### src/rtl/gpio_register_file_pkg.sv
// Shared field positions and FSM encoding for the MicroBlaze GPIO register link.
package gpio_register_file_pkg;

  localparam int REQ_BIT  = 31;
  localparam int WR_BIT   = 30;
  localparam int ADDR_LSB = 24;
  localparam int DATA_LSB = 0;
  localparam int ACK_BIT  = 31;
  localparam int ERR_BIT  = 30;

  typedef enum logic [1:0] {
    IDLE = 2'd0,
    EXEC = 2'd1,
    ACK  = 2'd2
  } state_t;

endpackage

### src/rtl/gpio_rf_regs.sv
// Read/write control registers for the DSP datapath, with a one-cycle strobe per write.
module gpio_rf_regs
  import gpio_register_file_pkg::*;
#(
  parameter int NB_DATA = 16,
  parameter int NB_ADDR = 4,
  parameter int N_RW    = 4
) (
  input  logic                    clk,
  input  logic                    rst,
  input  logic                    wr_en,
  input  logic [NB_ADDR-1:0]      addr,
  input  logic [NB_DATA-1:0]      wdata,
  output logic [N_RW*NB_DATA-1:0] rw_regs,
  output logic [N_RW-1:0]         wr_pulse
);

  genvar gi;
  generate
    for (gi = 0; gi < N_RW; gi++) begin : g_reg
      logic               hit;
      logic [NB_DATA-1:0] data_reg;
      logic               pulse_reg;

      assign hit = wr_en && (addr == NB_ADDR'(gi));

      always_ff @(posedge clk or posedge rst) begin
        if (rst) begin
          data_reg  <= '0;
          pulse_reg <= 1'b0;
        end else begin
          pulse_reg <= hit;
          if (hit) data_reg <= wdata;
        end
      end

      assign rw_regs[gi*NB_DATA +: NB_DATA] = data_reg;
      assign wr_pulse[gi]                   = pulse_reg;
    end
  endgenerate

endmodule

### src/rtl/gpio_register_file.sv
// GPIO link responder: registers the request word, runs the req/ack handshake
// and executes one register access per request.
module gpio_register_file
  import gpio_register_file_pkg::*;
#(
  parameter int NB_GPIOS = 32,
  parameter int NB_DATA  = 16,
  parameter int NB_ADDR  = 4,
  parameter int N_RW     = 4,
  parameter int N_RO     = 4
) (
  input  logic                    clk,
  input  logic                    rst,
  input  logic [NB_GPIOS-1:0]     i_gpo,
  output logic [NB_GPIOS-1:0]     o_gpi,
  output logic [N_RW*NB_DATA-1:0] o_rw_regs,
  output logic [N_RW-1:0]         o_wr_pulse,
  input  logic [N_RO*NB_DATA-1:0] i_ro_regs
);

  state_t               state_reg, state_next;
  logic [NB_GPIOS-1:0]  gpo_q_reg;
  logic                 wr_reg;
  logic [NB_ADDR-1:0]   addr_reg;
  logic [NB_DATA-1:0]   wdata_reg;
  logic [NB_DATA-1:0]   rdata_reg, rdata_next;
  logic                 err_reg, err_next;
  logic                 ack_reg;
  logic                 latch_en, exec_en;
  logic                 hit_rw, hit_ro;
  logic [NB_DATA-1:0]   rd_mux;
  logic                 unused_bits;

  logic [NB_DATA-1:0] rw_array [N_RW];
  logic [NB_DATA-1:0] ro_array [N_RO];

  genvar gi;
  generate
    for (gi = 0; gi < N_RW; gi++) begin : g_rw_view
      assign rw_array[gi] = o_rw_regs[gi*NB_DATA +: NB_DATA];
    end
    for (gi = 0; gi < N_RO; gi++) begin : g_ro_view
      assign ro_array[gi] = i_ro_regs[gi*NB_DATA +: NB_DATA];
    end
  endgenerate

  assign unused_bits = ^{gpo_q_reg[WR_BIT-1 : ADDR_LSB+NB_ADDR],
                         gpo_q_reg[ADDR_LSB-1 : DATA_LSB+NB_DATA]};

  always_comb begin
    state_next = state_reg;
    latch_en   = 1'b0;
    exec_en    = 1'b0;
    case (state_reg)
      IDLE: if (gpo_q_reg[REQ_BIT]) begin
        state_next = EXEC;
        latch_en   = 1'b1;
      end
      EXEC: begin
        state_next = ACK;
        exec_en    = 1'b1;
      end
      ACK:     if (!gpo_q_reg[REQ_BIT]) state_next = IDLE;
      default: state_next = IDLE;
    endcase
  end

  // Address decode: RW block first, RO block directly above it.
  always_comb begin
    hit_rw = 1'b0;
    hit_ro = 1'b0;
    rd_mux = '0;
    for (int k = 0; k < N_RW; k++) begin
      if (addr_reg == NB_ADDR'(k)) begin
        hit_rw = 1'b1;
        rd_mux = rw_array[k];
      end
    end
    for (int k = 0; k < N_RO; k++) begin
      if (addr_reg == NB_ADDR'(N_RW + k)) begin
        hit_ro = 1'b1;
        rd_mux = ro_array[k];
      end
    end
  end

  always_comb begin
    err_next   = wr_reg ? !hit_rw : !(hit_rw || hit_ro);
    rdata_next = '0;
    if (!err_next) rdata_next = wr_reg ? wdata_reg : rd_mux;
  end

  always_ff @(posedge clk or posedge rst) begin
    if (rst) begin
      state_reg <= IDLE;
      gpo_q_reg <= '0;
      wr_reg    <= 1'b0;
      addr_reg  <= '0;
      wdata_reg <= '0;
      rdata_reg <= '0;
      err_reg   <= 1'b0;
      ack_reg   <= 1'b0;
    end else begin
      gpo_q_reg <= i_gpo;
      state_reg <= state_next;
      ack_reg   <= (state_next == ACK);
      if (latch_en) begin
        wr_reg    <= gpo_q_reg[WR_BIT];
        addr_reg  <= gpo_q_reg[ADDR_LSB +: NB_ADDR];
        wdata_reg <= gpo_q_reg[DATA_LSB +: NB_DATA];
      end
      // rdata/err persist past ack so the micro can read them late.
      if (exec_en) begin
        rdata_reg <= rdata_next;
        err_reg   <= err_next;
      end
    end
  end

  always_comb begin
    o_gpi                      = '0;
    o_gpi[ACK_BIT]             = ack_reg;
    o_gpi[ERR_BIT]             = err_reg;
    o_gpi[DATA_LSB +: NB_DATA] = rdata_reg;
  end

  gpio_rf_regs #(
    .NB_DATA (NB_DATA),
    .NB_ADDR (NB_ADDR),
    .N_RW    (N_RW)
  ) u_regs (
    .clk      (clk),
    .rst      (rst),
    .wr_en    (exec_en && wr_reg && hit_rw),
    .addr     (addr_reg),
    .wdata    (wdata_reg),
    .rw_regs  (o_rw_regs),
    .wr_pulse (o_wr_pulse)
  );

endmodule

### config.mk
export PLATFORM = sky130hd
export DESIGN_NAME = gpio_register_file
export DESIGN_NICKNAME = d
export VERILOG_FILES = /design/src/rtl/gpio_register_file_pkg.sv /design/src/rtl/gpio_rf_regs.sv /design/src/rtl/gpio_register_file.sv
export SDC_FILE = /design/constraint.sdc
export NUM_CORES = 1
export LEC_CHECK = 0
export CAP_MARGIN = 10
export CORE_ASPECT_RATIO = 1.5
export CORE_MARGIN = 5
export CORE_UTILIZATION = 48
export DETAILED_ROUTE_END_ITERATION = 7
export PLACE_DENSITY = 0.82
export SYNTH_ARGS = -nofsm -noshare
export SYNTH_HDL_FRONTEND = slang
export SYNTH_HIERARCHICAL = 1
export SYNTH_SLANG_ARGS = --single-unit
### constraint.sdc
create_clock -name clk -period 2.85 [get_ports clk]
set_clock_uncertainty 0.15 [all_clocks]
set_input_delay 0.285 -clock clk [delete_from_list [all_inputs] [get_ports clk]]
set_output_delay 0.285 -clock clk [all_outputs]
set_load 0.02 [all_outputs]
==> results of run 1 <==
[per-stage QoR]
step                      utilization, %  instance area [um^2]
after floorplan                        -                  6590
final                               65.7                  8850
after CTS                           65.7                  8850
after global routing                65.7                  8850
after detailed placement            61.3                  8260
after global placement              61.3                  8260
[cell usage after synthesis (4+ instances only)]
cell type  count  area share [%]
dfrtp_1      131              50
mux2_2        85              15
nor2_1        29             1.7
buf_4         21             2.4
nand2b_1      16             1.5
a21oi_1       15             1.1
buf_2         14             1.1
inv_1         14            0.80
nor2b_1       14             1.3
buf_6         12             2.1
mux2i_1       12             1.8
nand3b_1      11             1.3
a21o_1        10             1.1
a32o_1        10             1.5
nand2_1       10            0.57
a221o_1        9             1.4
a2111oi_2      8             1.8
mux2_4         8             1.8
nand3_1        8            0.61
o31ai_1        8            0.92
o32ai_2        8             2.0
clkbuf_1       7            0.40
a22oi_1        6            0.69
mux4_2         6             2.1
o211ai_1       4            0.46
[worst paths after layout]
check	end	cells after the start	from
max in group asynchronous	rdata_reg[1]$_DFFE_PP0N_	3	rst
setup reg to reg	rdata_reg[1]$_DFFE_PP0N_	5	addr_reg[1]$_DFFE_PP0P_
hold reg to reg	addr_reg[1]$_DFFE_PP0P_	2	gpo_q_reg[25]$_DFF_PP0_
setup / recovery	rdata_reg[1]$_DFFE_PP0N_	5	addr_reg[1]$_DFFE_PP0P_
hold / removal	gpo_q_reg[10]$_DFF_PP0_	2	rst
min in group clk	gpo_q_reg[8]$_DFF_PP0_	1	i_gpo[8]
[worst reg2reg max path: stages, from the launching register on]
cell      delay [ps]
dfrtp_2          760
buf_4            320
inv_1            120
nor4_1           640
a22oi_1          210
o211ai_1         120
[area by class of cell]
cell class / instances / area share, %
clock inverters: 15 / 1.84
multi-input cells: 324 / 32.2
inverters: 14 / 0.594
repair buffers: 187 / 21.2
clock buffers: 17 / 4.81
well taps: 162 / 2.29
flip-flops and latches: 131 / 37.1
[layer usage]
metal	up-vias	global-route usage, %	wire, um
met4	0	13.6	962
met1	2507	29.2	7160
met3	54	5.02	1260
met2	223	39.9	9860
li1	2165	-	-
met5	-	0	0
[power breakdown]
part	switching, mW	internal [mW]	total (mW)
registers	0.652	2.41	3.06
clock network	0.897	1.24	2.14
logic	2.14	1.98	4.12
[kinds of logic after synthesis]
kind of cell           after synthesis  synth area share, %
AO/OA/AOI/OAI                       91                 12.4
other                                1               0.0574
AND/OR/NAND/NOR                    105                 9.30
buffers and inverters               71                 7.18
flip-flops                         131                 50.1
multiplexers                       114                 20.9
==> results by group, run 1 <==
Die
  • Initial core utilization: 48.6%
  • Core ar.: 0.0135 mm^2
  • Row Count: 52
  • Ports: 198
  • Die X-Extent: 105 um
  • Die footprint: 0.0161 mm^2
  • Die height: 153 um

Clock network
  • Clock sinks: 131
  • Register clock-pin slew on the reported worst setup and hold paths: 60 ps
  • Clock latency on the worst-skew pair: 410 ps
  • Setup Buffers After CTS: 0
  • Root Driver: clkbuf_16
  • CTS tree: done
  • CTS H-tree depth: 4
  • Cts repair resizes: 0
  • Deepest clock path buffer count: 2
  • Hold buffer count at CTS: 0
  • TritonCTS buffer count: 17

STA
  • Setup TNS: 0 ps
  • Setup Viol. Count Final: 0
  • Final worst setup slack: 455 ps
  • Hold slack: 97.3 ps
  • Slew Limit Fails: 0
  • Fmax: 418 MHz
  • Fin crit share: 84.0%
  • Fin. Hold Viols: 0
  • Fin crit period: 2390 ps
  • Worst slew pin tran: 853 ps
  • Slew headroom: 43.0%
  • RSZ-0062 raised after global routing: no

Outcome
  • Status: finished clean

Layout
  • Commonest non-fill, non-tap cell in the layout: clkdlybuf4s50_1
  • Share of layout cells above drive strength 1: 25.0%
  • Most frequent cells in the layout: clkdlybuf4s50_1, dfrtp_1, mux2_2, nor2_1, clkbuf_16
  • Register area: 0.00328 mm^2
  • Max reg flops: 64
  • Non-Filler Instances: 850
  • # diodes: 0
  • Fillers: 996
  • Area growth syn-to-layout: 35.3%
  • Area of the multi-input gates: 0.00285 mm^2
  • Final nets: 773

Setup path
  • Crit-path leading delay family: flip-flops
  • Worst-path cell chain: buf_4 -> inv_1 -> nor4_1 -> a22oi_1 -> o211ai_1
  • Reg-to-reg setup timing slack: 460 ps
  • Setup crit start kind: flop
  • Critical path arrival: 2570 ps
  • Critical-path maximum fanout: 23
  • Worst Setup Path Type: reg -> reg
  • CP bufs+invs: 2
  • Critical Path RT: 3030 ps
  • Crit-path max cell delay: 760 ps
  • Slowest CP cell: dfrtp_2
  • CP endpoint kind: flop

Power
  • VDD IR max: 0.536 mV
  • Leakage dissipation: 3.89 nW
  • Total power density per cell area: 1050 mW/mm^2
  • Total power: 9.31 mW

Logic synthesis
  • Synth Register Bits: 131
  • Main synth FF type: dfrtp_1
  • Post-Synthesis Cells: 513
  • Syn avg cell area: 12.7 um^2
  • YS warnings: 6
  • Post-synthesis async set-or-reset flop share: 100%
  • Seq/Total Area, Yosys: 50.1%
  • Number of synthesized flops with an enable pin: 0
  • Mapped cell area: 0.00654 mm^2
  • Distinct cells, synth: 48

Routing
  • TritonRoute pass-1 iters: 5
  • Via count: 4,949
  • WL/cell: 22.6 um
  • Vias per inst: 5.82
  • 1st-iter DRT viols: 281
  • Final antenna-violating net count: 0
  • Routed wire length: 19.2 mm
  • Post-route DRC: 0

Run
  • MaxCap Viol Count: 0

Global routing
  • Grt ovf: 0
  • First-pass GRT wire length: 30.3 mm
  • Vias in the first global route: 5,356
  • GRT Total Usage: 24.2%
  • Initial antenna violation count: 0
  • Largest net degree at the start of global routing: 69

Place
  • Placement Setup Slack: 490 ps
  • Post-DP HPWL: 14.0 mm
  • Port Buffers: 173
  • Routability Congestion: 0.917
  • Placed insts: 818

Hold path
  • Min-Delay Path Class: in -> async
(Power assumes the default switching activity.)
==> inputs of run 2 (changes only) <==
Settings changed: CORE_UTILIZATION 48 to 43, PLACE_DENSITY 0.82 to 0.77.
Clock period 2.85 ns to 1.96 ns, I/O delays scaled along.
==> run 2 against run 1 <==
Compared with the run above:
- die area rose by 11%
- clock power rose by 39%
- highest routed layer unchanged
- worst setup slack got worse by 450 ps
- wire length is 5.3% higher
- largest power group unchanged
- final cell count grew 8.6%
- critical path depth did not move
- register-to-register slack worse by 450 ps
- global-route usage decreased by 1.4 points
- largest cell class unchanged
- maximum frequency up 22%
- utilization is 2.6 points lower
- flip-flop and latch count unchanged
==> results by group, run 2 (synthesis gave the netlist of run 1 again) <==
Outcome
  • Status: finished clean

Routing
  • TritonRoute pass-1 iters: 5 (unchanged)
  • Top routing layer in use: met4
  • Post-route DRC: 0 (unchanged)
  • M1 WL: 7.71 mm (+7.7%)
  • WL/cell: 22.0 um (-3.0%)
  • 1st-iter DRT viols: 306 (+8.9%)
  • Via count: 5,029 (+1.6%)
  • DR WL met3: 1.04 mm (-18%)
  • Routed wire length: 20.3 mm (+5.3%)
  • Final antenna-violating net count: 0 (unchanged)
  • Wire length on met2: 10.7 mm (+9.0%)
  • Vias per inst: 5.45 (-6.4%)

Setup path
  • Crit path from: addr_reg[1]$_DFFE_PP0P_
  • Critical path arrival: 2100 ps (-470 ps)
  • Setup crit start kind: flop
  • CP endpoint kind: flop
  • FF-to-FF Start: addr_reg[1]$_DFFE_PP0P_
  • Critical R2R Capture: rdata_reg[13]$_DFFE_PP0N_
  • Critical Path RT: 2100 ps (-930 ps)
  • Worst-path cell chain: buf_12 -> mux2_4 -> a221o_1 -> a2111oi_4 -> nor2_1
  • Worst Setup Path Type: reg -> reg
  • Critical-path maximum fanout: 12 (-48%)
  • R2R depth: 5 (unchanged)
  • Slowest CP cell: dfrtp_2
  • Crit-path max cell delay: 460 ps (-300 ps)
  • Reg-to-reg setup timing slack: 5 ps (-450 ps)
  • Critical Path Sink: rdata_reg[13]$_DFFE_PP0N_

Power
  • Total power: 14.2 mW (+53%)
  • Total power density per cell area: 1500 mW/mm^2 (+43%)
  • Leakage dissipation: 4.13 nW (+6.1%)
  • VDD IR max: 0.682 mV (+27%)

Die
  • Row Count: 55 (+5.8%)
  • Die height: 161 um (+5.3%)
  • Core ar.: 0.0150 mm^2 (+11%)
  • Die footprint: 0.0178 mm^2 (+11%)
  • Ports: 198 (unchanged)
  • Initial core utilization: 43.6% (-5.0 points)
  • Die X-Extent: 111 um (+5.1%)

Layout
  • Fin util: 63.1% (-2.6 points)
  • Share of layout cells above drive strength 1: 30.4% (+5.4 points)
  • Max reg flops: 64 (unchanged)
  • Commonest non-fill, non-tap cell in the layout: clkdlybuf4s50_1
  • Non-Filler Instances: 923 (+8.6%)
  • Final nets: 809 (+4.7%)
  • Area growth syn-to-layout: 44.9%
  • Most frequent cells in the layout: clkdlybuf4s50_1, dfrtp_1, mux2_2, mux2_4, buf_4

Place
  • Routability Congestion: 0.906 (-1.2%)
  • Post-DP HPWL: 15.3 mm (+9.5%)
  • Placed insts: 888 (+8.6%)
  • Port Buffers: 173 (unchanged)

STA
  • Fin crit period: 1960 ps (-439 ps)
  • Fmax: 511 MHz (+22%)
  • Fin. Hold Viols: 0 (unchanged)
  • Worst slew pin tran: 580 ps (-274 ps)
  • Setup Viol. Count Final: 0 (unchanged)
  • Fin crit share: 99.8% (+16 points)
  • RSZ-0062 raised after global routing: yes
  • Slew headroom: 61.3% (+18 points)
  • Slew Limit Fails: 0 (unchanged)

Clock network
  • Register clock-pin slew on the reported worst setup and hold paths: 60 ps (about the same)
  • Root Driver: clkbuf_16
  • CTS H-tree depth: 4 (unchanged)
  • Deepest clock path buffer count: 2 (unchanged)
  • TritonCTS buffer count: 17 (unchanged)
  • Clock sinks: 131 (unchanged)
  • CTS tree: done
  • Clock latency on the worst-skew pair: 410 ps (about the same)

Run
  • MaxCap Viol Count: 0 (unchanged)

Hold path
  • Min-Delay Path Class: in -> reg

Global routing
  • Grt ovf: 0 (unchanged)
  • Largest net degree at the start of global routing: 40 (-42%)
  • Initial antenna violation count: 1 (+1)
  • Vias in the first global route: 5,456 (+1.9%)
  • GRT Total Usage: 22.7% (-1.4 points)
  • First-pass GRT wire length: 31.5 mm (+4.0%)
## run 2: cell types whose count changed in the layout (fill, tap and decap cells not counted), moves of 2 or more
| cell | delta |
|---|---|
| a2111oi_2 | -4 |
| a2111oi_4 | +4 |
| buf_12 | +8 |
| buf_4 | +24 |
| buf_6 | +2 |
| clkinv_2 | +2 |
| clkinvlp_4 | +2 |
| inv_8 | -5 |
| mux2_1 | -3 |
| mux2_2 | -25 |
| mux2_4 | +28 |
| nor2_1 | -2 |
## run 2: worst min-delay path by stage
stage | from | endpoint | slack [ps] | cells past startpoint
floorplan | i_gpo[0] | gpo_q_reg[0]$_DFF_PP0_ | 80 | 0
global placement | gpo_q_reg[25]$_DFF_PP0_ | addr_reg[1]$_DFFE_PP0P_ | 290 | 2
detailed placement | gpo_q_reg[24]$_DFF_PP0_ | addr_reg[0]$_DFFE_PP0P_ | 290 | 2
CTS | i_gpo[8] | gpo_q_reg[8]$_DFF_PP0_ | 50 | 1
global route | i_gpo[14] | gpo_q_reg[14]$_DFF_PP0_ | 60 | 1
finish | i_gpo[8] | gpo_q_reg[8]$_DFF_PP0_ | 70 | 1
## run 2: final cells by class
cell class,count,area [um^2]
fill,1200,5530
sequential,131,3280
multi-input combinational,324,3050
timing repair buffer,223,2270
clock buffer,17,425
tap,199,249
clock inverter,14,133
inverter,14,56.3
antenna,1,2.50
## run 2: through the flow
step | area, um^2 | hold slack, ps | worst slack, ps | TNS, ps
finish | 9470 | 65.9 | 4.54 | 0
global route | 9470 | 56.0 | -66.7 | -1090
CTS | 9320 | 52.8 | -4.80 | -12.5
detailed placement | 8740 | 289 | -8.90 | -12.1
global placement | 8740 | 286 | 29.5 | 0
floorplan | 6690 | 77.4 | -202 | -3630
## run 2: repair_timing
action,in CTS,in global routing
hold buffers,1,0
buffers inserted,1,0
hold endpoints to repair,3,0
cloned,0,1
endpoints found under the setup margin,13,32
resized for setup,3,23
pin swaps,0,0
## run 2: worst max-delay path: cells and delay by family (launching register included)
kind | cells | cell delay (ps)
multiplexers | 1 | 290
AO/OA/AOI/OAI | 2 | 690
flip-flops | 1 | 460
buffers and inverters | 1 | 170
AND/OR/NAND/NOR | 1 | 70
## run 2: power by group
group	switching, mW	internal (mW)
clock	1.22	1.75
sequential	0.921	3.50
combinational	3.37	3.45
total	5.51	8.70
## run 2: routing by layer
metal	vias to the layer above	global-route usage, %
li1	2237	-
met1	2549	26.5
met2	194	39.3
met3	49	5.28
met4	0	11.0
met5	-	0
